### config.mk
export PLATFORM = sky130hd
export DESIGN_NAME = vector_alu_pipe
export DESIGN_NICKNAME = d
export VERILOG_FILES = /design/src/rtl/vector_alu_pkg.sv /design/src/rtl/vector_alu_lane.sv /design/src/rtl/vector_alu_pipe.sv
export SDC_FILE = /design/constraint.sdc
export NUM_CORES = 1
export LEC_CHECK = 0
export ABC_AREA = 1
export CORE_MARGIN = 5
export CORE_UTILIZATION = 58
export CTS_CLUSTER_DIAMETER = 120
export DETAILED_ROUTE_END_ITERATION = 8
export GPL_ROUTABILITY_DRIVEN = 0
export PLACE_DENSITY = 0.8
export SLEW_MARGIN = 20
export SYNTH_ARGS = -nofsm -noshare
export SYNTH_HDL_FRONTEND = slang
export SYNTH_SLANG_ARGS = --single-unit
### constraint.sdc
create_clock -name clk -period 5.7 [get_ports clk]
set_input_delay 1.14 -clock clk [delete_from_list [all_inputs] [get_ports clk]]
set_output_delay 1.14 -clock clk [all_outputs]
set_load 0.1 [all_outputs]
### src/rtl/vector_alu_pkg.sv
// vector_alu_pkg: opcodes and signed clamp helper shared by the vector ALU pipeline
package vector_alu_pkg;
  typedef enum logic [2:0] {
    OP_PASS = 3'b000,
    OP_XOR  = 3'b001,
    OP_ADD  = 3'b010,
    OP_SUB  = 3'b011,
    OP_MUL  = 3'b100,
    OP_SHR  = 3'b101,
    OP_SHL  = 3'b110,
    OP_INC  = 3'b111
  } alu_op_t;
  // Clamps a sign-extended wide value into the signed range of a w-bit lane (w <= 32).
  function automatic logic signed [63:0] sat_clamp(input logic signed [63:0] v, input int w);
    logic signed [63:0] mx;
    logic signed [63:0] mn;
    mx = (64'sd1 <<< (w - 1)) - 64'sd1;
    mn = -(64'sd1 <<< (w - 1));
    return v > mx ? mx : v < mn ? mn : v;
  endfunction
endpackage

### src/rtl/vector_alu_lane.sv
// alu_lane: combinational single-lane ALU with optional signed saturation and flags
module alu_lane
  import vector_alu_pkg::*;
#(
  parameter int dataSize = 8
) (
  input  logic [2:0]          op,
  input  logic                saturate,
  input  logic [dataSize-1:0] a,
  input  logic [dataSize-1:0] b,
  output logic [dataSize-1:0] result,
  output logic                neg,
  output logic                zero
);
  alu_op_t o;
  logic signed [63:0] ea, eb, wide, clamped;
  logic [dataSize-1:0] arith;
  assign o = alu_op_t'(op);
  // Arithmetic runs on sign-extended operands so the same sum feeds both wrap and clamp paths.
  always_comb begin
    ea = {{(64-dataSize){a[dataSize-1]}}, a};
    eb = {{(64-dataSize){b[dataSize-1]}}, b};
    wide = o == OP_ADD ? ea + eb : o == OP_SUB ? ea - eb : o == OP_MUL ? ea * eb : ea + 64'sd1;
    clamped = sat_clamp(wide, dataSize);
    arith = saturate ? clamped[dataSize-1:0] : wide[dataSize-1:0];
    result = o == OP_PASS ? a : o == OP_XOR ? a ^ b : o == OP_SHR ? a >> b : o == OP_SHL ? a << b : arith;
  end
  assign neg  = result[dataSize-1];
  assign zero = result == '0;
endmodule

### src/rtl/vector_alu_pipe.sv
// vector_alu_pipe: two-stage valid/ready pipelined multi-lane ALU
module vector_alu_pipe
  import vector_alu_pkg::*;
#(
  parameter int dataSize = 8,
  parameter int LANES = 4
) (
  input  logic                      clk,
  input  logic                      rst,
  input  logic                      in_valid,
  output logic                      in_ready,
  input  logic [2:0]                operation_select,
  input  logic                      saturate,
  input  logic [LANES*dataSize-1:0] operand1,
  input  logic [LANES*dataSize-1:0] operand2,
  output logic                      out_valid,
  input  logic                      out_ready,
  output logic [LANES*dataSize-1:0] result,
  output logic [LANES-1:0]          neg_flag,
  output logic [LANES-1:0]          zero_flag,
  output logic                      all_zero
);
  localparam int W = LANES * dataSize;
  logic s1_valid, s2_valid, s1_sat, s2_adv;
  logic [2:0] s1_op;
  logic [W-1:0] s1_a, s1_b, lane_res;
  logic [LANES-1:0] lane_neg, lane_zero;
  assign s2_adv    = !s2_valid || out_ready;
  assign in_ready  = !s1_valid || s2_adv;
  assign out_valid = s2_valid;
  for (genvar i = 0; i < LANES; i++) begin : g_lane
    alu_lane #(.dataSize(dataSize)) u_lane (
      .op(s1_op),
      .saturate(s1_sat),
      .a(s1_a[i*dataSize +: dataSize]),
      .b(s1_b[i*dataSize +: dataSize]),
      .result(lane_res[i*dataSize +: dataSize]),
      .neg(lane_neg[i]),
      .zero(lane_zero[i])
    );
  end
  // S1 operand capture; only the valid bit needs reset.
  always_ff @(posedge clk) begin
    if (in_ready && in_valid) begin
      s1_op  <= operation_select;
      s1_sat <= saturate;
      s1_a   <= operand1;
      s1_b   <= operand2;
    end
  end
  // Stage valids and S2 result; S2 only loads real transactions so outputs hold through bubbles and stalls.
  always_ff @(posedge clk) begin
    if (rst) begin
      s1_valid  <= 1'b0;
      s2_valid  <= 1'b0;
      result    <= '0;
      neg_flag  <= '0;
      zero_flag <= '0;
      all_zero  <= 1'b1;
    end else begin
      if (in_ready) s1_valid <= in_valid;
      if (s2_adv) s2_valid <= s1_valid;
      if (s2_adv && s1_valid) begin
        result    <= lane_res;
        neg_flag  <= lane_neg;
        zero_flag <= lane_zero;
        all_zero  <= &lane_zero;
      end
    end
  end
endmodule
==> run_results.csv <==
group,metric,value,unit
run_status,status,"finished with violations",
run_status,failed_checks,"design-rule violations, negative setup slack",
floorplan,num_rows,72,
critical_path,critical_path_type,"flop to flop",
critical_path,worstSetupStartpointType,"flop",
drt,route.met3.wl,6.58,mm
clock_network,cts_buffer_depth,2,
synth,fraction_of_synthesized_cell_area_taken_by_the_top_area_cell_type,19.9,%
synth,synth.lib_cells_used.distinct,61,
sta,count_of_endpoints_failing_setup_in_the_final_report,4,
sta,worst_pin_slew,1.13,ns
global_routing,antenna_violations_before_repair,0,
global_routing,grt-ovfl-total,0,
drt,route.detailed.wl_per_inst,16.7,µm
clock_network,tritoncts,"built",
drt,routed_via_density,5.58,
clock_network,worst_setup_hold_path_clk_slew,0.09,ns
drt,drtIter0Drc,2660,
final_layout,finalCoreUtilization,70.1,%
synth,seq_area_frac_synth,12.3,%
synth,post_synth_instance_area,22900,µm²
final_layout,antenna_cells,0,
pwr,highest_ir_drop_seen_on_vdd,0.263,mV
critical_path,critPathMaxFanout,6,
synth,synthesis.yosys.warnings,0,
run,max-cap-violations,0,
sta,maxClockFrequency,0.172,GHz
floorplan,initial_core_util,58.9,%
synth,synth_enable_flop_cells,68,
critical_path,critical_path.max_stage_delay,0.58,ns
global_routing,grt_max_degree,67,
drt,drcViolationCount,1,
sta,min_period,5.82,ns
sta,timing.max_slew.rel_slack,24.4,%
hold_path,holdCritPathClass,"flop to flop",
synth,synth.net_count,4020,
final_layout,share_of_post_route_cells_with_drive_strength_above_1,14.1,%
sta,setup_repair_after_global_routing_missed_its_margin,"yes",
floorplan,ioPinCount,115,
drt,via_count,23900,
floorplan,die_w,209,µm
clock_network,post_cts_hold_buffer_count,0,
clock_network,clockRootBuffer,"sky130_fd_sc_hd__clkbuf_16",
critical_path,cp.buffers_inverters,6,
synth,asyncSetResetFlopFracSynth,0,%
sta,timing.final.hold_violations,0,
sta,setup_ws,-0.116,ns
critical_path,required_worst_endpoint,5.99,ns
drt,drt_wl_total,71.4,mm
drt,highest-signal-layer,"met4",
placement,post-place-ws,-0.170,ns
synth,netlist.top_cell.by_area,"sky130_fd_sc_hd__fa_1",
clock_network,cts_made_buffers,9,
pwr,pwr_total,9.13,mW
final_layout,final_nets,4249,
placement,numPortBuffers,114,
sta,finalCritPeriodShare,102,%
critical_path,critical_path_arrival,6.11,ns
critical_path,slowest_cell_on_the_critical_path,"sky130_fd_sc_hd__fa_1",
drt,wirelength_met1,27.1,mm
clock_network,worst_skew_pair.late_latency,0.41,ns
drt,detailedRoute.firstPassIterationCount,9,
sta,final_report_max_slew_violation_count,0,
synth,synth-seq-cells,107,
clock_network,cts_htree_levels,3,
synth,post_synth.cell_area_avg,6.49,µm²
synth,synth_common_cells,"sky130_fd_sc_hd__nand2_1 (972), sky130_fd_sc_hd__inv_1 (793), sky130_fd_sc_hd__fa_1 (228)",
synth,synth_top_cells_by_area,"sky130_fd_sc_hd__fa_1 (20%), sky130_fd_sc_hd__nand2_1 (16%), sky130_fd_sc_hd__inv_1 (13%), sky130_fd_sc_hd__ha_1 (10%), sky130_fd_sc_hd__edfxtp_1 (8.9%)",
final_layout,flow.area_growth_from_synthesis,18.9,%
global_routing,vias_in_the_first_global_route,22700,
synth,postSynth.topFlopCell,"sky130_fd_sc_hd__edfxtp_1",
global_routing,global_route_wire_length_before_repair,110,mm
floorplan,core,38900,µm²
floorplan,die_height,209,µm
pwr,leakagePower,14.8,nW
critical_path,critPathTopFamily,"adder cells",
floorplan,die-area,43600,µm²
global_routing,globalRouteTotalUtil,30.4,%
drt,routed_antenna_nets,0,
drt,routed-wl-met2,34.0,mm
placement,place_hpwl,53.4,mm
critical_path,worst_path_most_repeated_cell,"sky130_fd_sc_hd__nand2_1",
pwr,cellPowerDensity,335,nW/µm²
synth,post_synth_inst_count,3532,
synth,most_frequent_cell_after_synthesis,"sky130_fd_sc_hd__nand2_1",
clock_network,cts_num_sinks,107,
critical_path,setup.worst_path.end_class,"flop",
sta,skew,0.0210,ns
[worst register-to-register path, delay by kind of cell (launching register included)]
kind	cells	cell delay [ns]
adders and majority gates	6	2.54
and+or+nand+nor	22	2.01
DFF	1	0.46
buffers and inverters	6	0.43
AOI/OAI and AO/OA	2	0.25
[through the flow]
step	instance area (µm²)	instances	setup TNS, ns	hold WS, ns
finish	27300	4284	-0.218	0.479
global route	27300	4284	-3.17	0.511
global placement	25400	4203	-0.340	0.483
detailed placement	25400	4203	-0.405	0.468
CTS	25900	4224	0	0.480
floorplan	22900	3532	0	0.555
[flip-flops by register name (all words and copies together), names as in the netlist, 3 cells and up]
name	count
result	32
zero_flag	4
s1_op	3
s1_a	32
s1_b	32
[per-layer routing]
layer	track usage [%]	up-vias
met5	0	-
met4	13.4	0
met3	5.79	291
met2	51.2	1232
met1	38.2	11000
li1	-	11400
[layout by cell type (no fill, tap or decap), types with 9 or more instances in the layout]
cell type and count:
sky130_fd_sc_hd__nand3_2 13, sky130_fd_sc_hd__xor2_1 33, sky130_fd_sc_hd__buf_4 224, sky130_fd_sc_hd__ha_4 31
sky130_fd_sc_hd__a31oi_1 15, sky130_fd_sc_hd__dfxtp_1 39, sky130_fd_sc_hd__nor2_2 26, sky130_fd_sc_hd__o22ai_1 14
sky130_fd_sc_hd__o21ai_0 177, sky130_fd_sc_hd__clkdlybuf4s50_1 114, sky130_fd_sc_hd__nand2_1 921, sky130_fd_sc_hd__a21oi_2 16
sky130_fd_sc_hd__inv_2 61, sky130_fd_sc_hd__nand4_1 35, sky130_fd_sc_hd__xnor2_1 12, sky130_fd_sc_hd__nor3_1 24
sky130_fd_sc_hd__o221ai_1 10, sky130_fd_sc_hd__ha_1 146, sky130_fd_sc_hd__inv_1 747, sky130_fd_sc_hd__nor2_1 184
sky130_fd_sc_hd__clkbuf_16 9, sky130_fd_sc_hd__nand3_1 209, sky130_fd_sc_hd__o21ai_1 20, sky130_fd_sc_hd__clkinv_1 15
sky130_fd_sc_hd__nand2_2 48, sky130_fd_sc_hd__edfxtp_1 68, sky130_fd_sc_hd__o211ai_1 34, sky130_fd_sc_hd__ha_2 11
sky130_fd_sc_hd__fa_1 222, sky130_fd_sc_hd__buf_6 21, sky130_fd_sc_hd__a21oi_1 134
[cells by family after synthesis]
group	count (synthesis)	synth area share, %
fa+ha+maj	416	30.2
flops	107	12.3
compound gates	490	12.2
simple gates	1500	27.0
buf+inv	974	16.6
xor+xnor	45	1.72
[area by class of cell]
class	instances	area, µm²
timing repair buffer	362	3100
clock inverter	6	52.6
inverter	830	3130
clock buffer	10	229
fill	3240	11600
multi-input combinational	2451	17300
sequential	107	2820
tap	518	648
[final timing paths]
check	from	end	slack [ns]	cells past startpoint
setup / recovery	s1_b[20]	all_zero	-0.12	36
hold / removal	zero_flag[1]	zero_flag[1]	0.48	2
setup reg to reg	s1_b[20]	all_zero	-0.12	36
hold reg to reg	zero_flag[1]	zero_flag[1]	0.48	2
[what timing repair did]
action,in CTS,in global routing
pin swaps,2,134
setup buffers,5,61
endpoints found under the setup margin,4,35
resized for setup,34,261
cloned,0,0
[power by group]
part / total [mW] / switching [mW] / internal, mW
registers: 0.933 / 0.0549 / 0.879
logic: 7.53 / 4.46 / 3.08
clock network: 0.657 / 0.355 / 0.303
No activity file was read; power rests on OpenSTA's default activity.
